### src/rtl/logic_unit_pipe.sv
// logic_unit_pipe: single-stage registered bitwise logic unit with a
// valid/ready handshake on both sides.
//
// Optional feature: define LOGIC_UNIT_STATS_EN to add the 16-bit op_count
// port, which counts accepted input transfers and wraps at 16'hFFFF.
//
// Output register FSM:
//   state | meaning
//   EMPTY | no result held, out_valid=0, in_ready=1
//   FULL  | result held in y/zero/parity, out_valid=1, in_ready=out_ready
//
// OPW is fixed at 3; the opcode decode below assumes a 3-bit op.
module logic_unit_pipe #(
  parameter int WIDTH = 8,
  parameter int OPW   = 3
) (
  input  logic             clk,
  input  logic             rst,
  input  logic             in_valid,
  output logic             in_ready,
  input  logic [WIDTH-1:0] a,
  input  logic [WIDTH-1:0] b,
  input  logic [OPW-1:0]   op,
  output logic             out_valid,
  input  logic             out_ready,
  output logic [WIDTH-1:0] y,
  output logic             zero,
  output logic             parity
`ifdef LOGIC_UNIT_STATS_EN
  ,
  output logic [15:0]      op_count
`endif
);

  typedef enum logic {
    EMPTY = 1'b0,
    FULL  = 1'b1
  } state_t;

  localparam logic [OPW-1:0] OP_AND  = OPW'(0);
  localparam logic [OPW-1:0] OP_OR   = OPW'(1);
  localparam logic [OPW-1:0] OP_NOTA = OPW'(2);
  localparam logic [OPW-1:0] OP_NAND = OPW'(3);
  localparam logic [OPW-1:0] OP_NOR  = OPW'(4);
  localparam logic [OPW-1:0] OP_XOR  = OPW'(5);
  localparam logic [OPW-1:0] OP_XNOR = OPW'(6);
  localparam logic [OPW-1:0] OP_PASS = OPW'(7);

  state_t           state;
  logic [WIDTH-1:0] result;
  logic             take_in;
  logic             take_out;

  // The only combinational input-to-output path: the stage can accept
  // whenever it is empty or its current result is leaving this cycle.
  assign out_valid = (state == FULL);
  assign in_ready  = !out_valid || out_ready;
  assign take_in   = in_valid && in_ready;
  assign take_out  = out_valid && out_ready;

  // Bitwise operation select on the operands presented this cycle.
  always_comb begin
    result = '0;
    unique case (op)
      OP_AND:  result = a & b;
      OP_OR:   result = a | b;
      OP_NOTA: result = ~a;
      OP_NAND: result = ~(a & b);
      OP_NOR:  result = ~(a | b);
      OP_XOR:  result = a ^ b;
      OP_XNOR: result = ~(a ^ b);
      OP_PASS: result = b;
      default: result = '0;
    endcase
  end

  // Output register and EMPTY/FULL state; flags are derived from the new
  // result so they always describe the value being loaded into y.
  always_ff @(posedge clk) begin
    if (rst) begin
      state  <= EMPTY;
      y      <= '0;
      zero   <= 1'b1;
      parity <= 1'b0;
    end else begin
      case (state)
        EMPTY: if (take_in) state <= FULL;
        FULL:  if (take_out && !take_in) state <= EMPTY;
        default: state <= EMPTY;
      endcase
      if (take_in) begin
        y      <= result;
        zero   <= ~|result;
        parity <= ^result;
      end
    end
  end

`ifdef LOGIC_UNIT_STATS_EN
  // Accepted-transaction counter; natural 16-bit wrap.
  always_ff @(posedge clk) begin
    if (rst) begin
      op_count <= 16'd0;
    end else if (take_in) begin
      op_count <= op_count + 16'd1;
    end
  end
`endif

endmodule

### config.mk
export PLATFORM = sky130hd
export DESIGN_NAME = logic_unit_pipe
export DESIGN_NICKNAME = d
export VERILOG_FILES = /design/src/rtl/logic_unit_pipe.sv
export SDC_FILE = /design/constraint.sdc
export NUM_CORES = 1
export LEC_CHECK = 0
export ABC_AREA = 1
export CORE_MARGIN = 4
export CORE_UTILIZATION = 35
export DETAILED_ROUTE_END_ITERATION = 8
export PLACE_DENSITY = 0.62
export SLEW_MARGIN = 20
export SYNTH_ARGS = -nofsm -noshare
export SYNTH_HDL_FRONTEND = slang
export SYNTH_SLANG_ARGS = --single-unit
### constraint.sdc
create_clock -name clk -period 2.9 [get_ports clk]
set_input_delay 0.58 -clock clk [delete_from_list [all_inputs] [get_ports clk]]
set_output_delay 0.58 -clock clk [all_outputs]
set_load 0.05 [all_outputs]
Word level (Yosys, flattened, before mapping)

Index checks and enable logic that the tools add are counted.

Eq/ne operators: 7
Bitwise logic cells: 8
Reduce and logical (&&, ||, !) cells: 10
Mux-type cells: 4

Operator list:

| kind               | number |
|---|---|
| $pmux 8 s8         | 1 |
| $not 8->8          | 4 |
| $eq 3x3->1 const B | 4 |
| $and 8x8->8        | 1 |
| $or 8x8->8         | 1 |
| $reduce_or 8->1    | 1 |
| $reduce_xor 8->1   | 1 |
| $xor 8x8->8        | 1 |
| $eq 3x2->1 const B | 2 |
| $eq 3x1->1 const B | 1 |
| $logic_and 1x1->1  | 3 |
| $logic_not 1->1    | 3 |
| $logic_not 3->1    | 1 |
| $mux 1             | 2 |
| $pmux 1 s2         | 1 |
| $logic_or 1x1->1   | 1 |
| $not 1->1          | 1 |

Output and inout bits: 12
Word-level logic and storage cells: 33
Register bits after elaboration: 11
Input port bits: 23

Longest topological paths before layout

Word-level depth: 7
Depth in mapped cells: 13
Mapped depth without buffers: 13

Worst setup path after synthesis

OpenSTA, ideal clock, no wires.

Path kind: input to register
Start point: in op[2]
End point: reg parity
Arrival time: 2.164 ns
Path slack: 0.621 ns
Library setup time: 0.116 ns
Buffers on the path: 2
Stages: 11
Cell sequence: buf_2 > clkbuf_1 > nand3_1 > nand2_1 > nor2_1 > and3_1 > ha_1 > xor2_1 > xnor2_1 > o21ai_0 > inv_1

Cells in the longest elaborated chain, start to end: 3
Elaborated cells on any way between the ends: 10
Classes of those cells: 7 x eq/ne; 1 x mux; 2 x reduce/logical

RTL lines:

| what                               | RTL line | source |
|---|---|---|
| from (decl)                        | 23       | `input logic [OPW-1:0] op,` |
| $eq 3x3->1 (tied with other cells) | 64       | `unique case (op)` |
| $pmux 8 s8 (*)                     | 64       |  |
| $reduce_xor 8->1 (*)               | 94       | `parity <= ^result;` |
| to (signal assigned)               | 94       |  |
| to (decl)                          | 28       | `output logic parity` |

Every way passes the cells marked *; elsewhere a longest branch is shown, timed or not.
A chain may end at the register's enable or synchronous reset.

Worst setup path in the final report

Start point: in op[0]
End point: reg parity

The elaborated chain is that of the path after synthesis.

==> results.md <==
* Outcome: finished clean
* Post-synthesis sequential area ratio at 0.150
* Synth Net Count at 293
* Final TNS setup at 0 ns
* Iter 0 DRT Violations at 59
* Grt total ovfl at 0
* Wire per inst at 10.2 microns
* Fraction of layout cells with a size suffix above 1 at 0.0884
* Sequential share of power at 0.265
* Final WS setup at 0.334 ns
* Net Sw Frac at 0.380
* Clk sinks at 11
* Worst-path clk slew at 0.05 ns
* Seq cells post-synth at 11
* Leakage at 0.00109 uW
* CP startpoint kind: primary input
* Mapped cell area at 1470 sq um
* Die area at 5290 sq um
* TritonRoute pass-1 iters at 4
* First-pass GRT wire length at 6140 microns
* RSZ-0062 raised after global routing: no
* Crit-path max FO at 16
* Share of total power in the clock network at 0.228
* Setup Fix Bufs, Post-CTS at 0
* Internal Dissipation at 409 uW
* HP Class: flop to flop
* Top cells by area, synth: ha_1 (17%), dfxtp_1 (15%), nand2_1 (14%)
* Worst-case clock buffer depth at 2
* Maximum VDD drop at 0.184 mV
* Die Y at 72.7 microns
* Vias in the first global route at 1477
* CTS tree: yes
* PortBufs at 34
* Yosys top cell area share at 0.171
* Combinational share of power at 0.507
* Final hold viol count at 0
* Final worst-path cycle share at 0.885
* Pwr/cell area at 331 nW/um^2
* Die width at 72.7 microns
* Synth area leader: ha_1
* Worst EP required at 3.03 ns
* Final hold slack at 0.486 ns
* Core footprint at 4030 sq um
* Max cap viols at 0
* # DRC at 0
* Initial Utilization at 0.364
* Post-DP HPWL at 2860 microns
* CTS H-Tree Depth at 1
* WS Path Type: primary input to flop
* Worst skew pair latency at 0.23 ns
* Net Switching at 250 uW
* Warnings from Yosys at 0
* Fmax achieved at 390 MHz
* Drt via density at 4.59
* Cell count of the worst reg-to-reg path at 6
* Layout Nets at 338
* Largest net degree at the start of global routing at 18
* Antenna-violating nets left at 0
* Clock Root Buffer: clkbuf_8
* Setup WS pre-CTS at 0.0670 ns
* CTS resizes at 0
* Period minus WS final at 2.57 ns
* Gate count of the mapped netlist at 250
* GRT Total Usage at 0.140
* Antenna fix cells at 0
* Pins over their slew limit at 0
* GPL Wtd Cong at 0.751
* Worst Skew at 0.00179 ns
* Post-CTS Hold Fix Bufs at 0
* Routed wire length at 3520 microns
* CTS buffer count at 3
* Rel. slew slack at 0.656
* Worst Hold Depth at 2
* Worst path arrival time at 2.69 ns
* Area Growth Syn to Fin at 36.0%
* Antenna violations before repair at 0
* Final setup fails at 0
* Netlist cell types at 21
* # rows at 23
* Type of destination of the critical path: flop
* Via count at 1579
* Syn Area/Cell at 5.87 sq um
* I/O Pins at 35
* Worst slew pin tran at 0.514 ns
## registers in the layout, summed over array words and instances, names as in the netlist
register and cells:
out_valid 1, y 8, zero 1, parity 1
## area by class of cell
| cell class | count | area [sq um] |
|---|---|---|
| fillers | 431 | 2030 |
| multi-input cells | 183 | 1020 |
| repair buffers | 49 | 465 |
| flip-flops and latches | 11 | 220 |
| inverters | 47 | 176 |
| well taps | 50 | 62.6 |
| clock buffers | 4 | 45.0 |
## power by group through the flow
stage                     clock network [uW]  registers [uW]  logic [uW]
final                                    150             175         334
after global routing                     163             177         369
after CTS                                156             175         338
after detailed placement                   0             177         337
after global placement                     0             178         334
after floorplan                            0             231         167
## placed cells by master, fill, tap and decap left out, types with 8 or more instances in the layout
master            n
buf_4            14
inv_1            43
nand2_1          54
nand3_1          32
nand3b_1          8
dfxtp_1          11
nor2_1           39
clkdlybuf4s50_1  34
ha_1             20
nand4_1          10
## stage by stage
| step | utilization | power [uW] | instances | cell area (sq um) |
|---|---|---|---|---|
| 2_1_floorplan | - | 398 | 250 | 1470 |
| 3_3_place_gp | 0.484 | 511 | 340 | 1950 |
| 3_5_place_dp | 0.484 | 514 | 340 | 1950 |
| 4_1_cts | 0.495 | 669 | 344 | 1990 |
| 5_1_grt | 0.495 | 710 | 344 | 1990 |
| 6_report | 0.495 | 659 | 344 | 1990 |
## layer usage
layer  up-vias  share of wire  track usage
met5         -              0            0
met3         0          0.032       0.0248
met1       682           0.47        0.173
met4         0              0       0.0123
li1        876              -            -
met2        21           0.50        0.263
## kinds of logic after synthesis
logic type	Yosys count	synth area share
AO/OA/AOI/OAI	6	0.0222
XOR/XNOR	3	0.0179
adder cells (fa/ha/maj)	20	0.171
buffers and inverters	56	0.151
flip-flops	11	0.150
AND/OR/NAND/NOR	154	0.488
## synthesized netlist by cell type, drive strengths merged
cell type	number
o21bai	1
nand4	10
ha	20
inv	47
and3	7
clkbuf	3
nand2	54
a21oi	3
xor2	1
xnor2	2
dfxtp	11
buf	6
nor2	43
nand3	32
o21ai	2
nand3b	8
## final timing paths
check	from	endpoint	slack, ns
worst max-delay path	op[0]	parity	0.33
worst min-delay path	zero	zero	0.49
worst max register to register	out_valid	y[7]	1.75
worst min register to register	zero	zero	0.49
## critical path, stage by stage
cell	delay, ns
clkdlybuf4s50_1	0.63
inv_2	0.09
nor2_4	0.11
buf_12	0.15
nand3b_1	0.08
nand2_1	0.06
nor2_1	0.05
and3_1	0.14
ha_1	0.32
xor2_1	0.18
xnor2_1	0.12
o21ai_0	0.14
inv_1	0.05
Power figures use the tool's default switching activity.
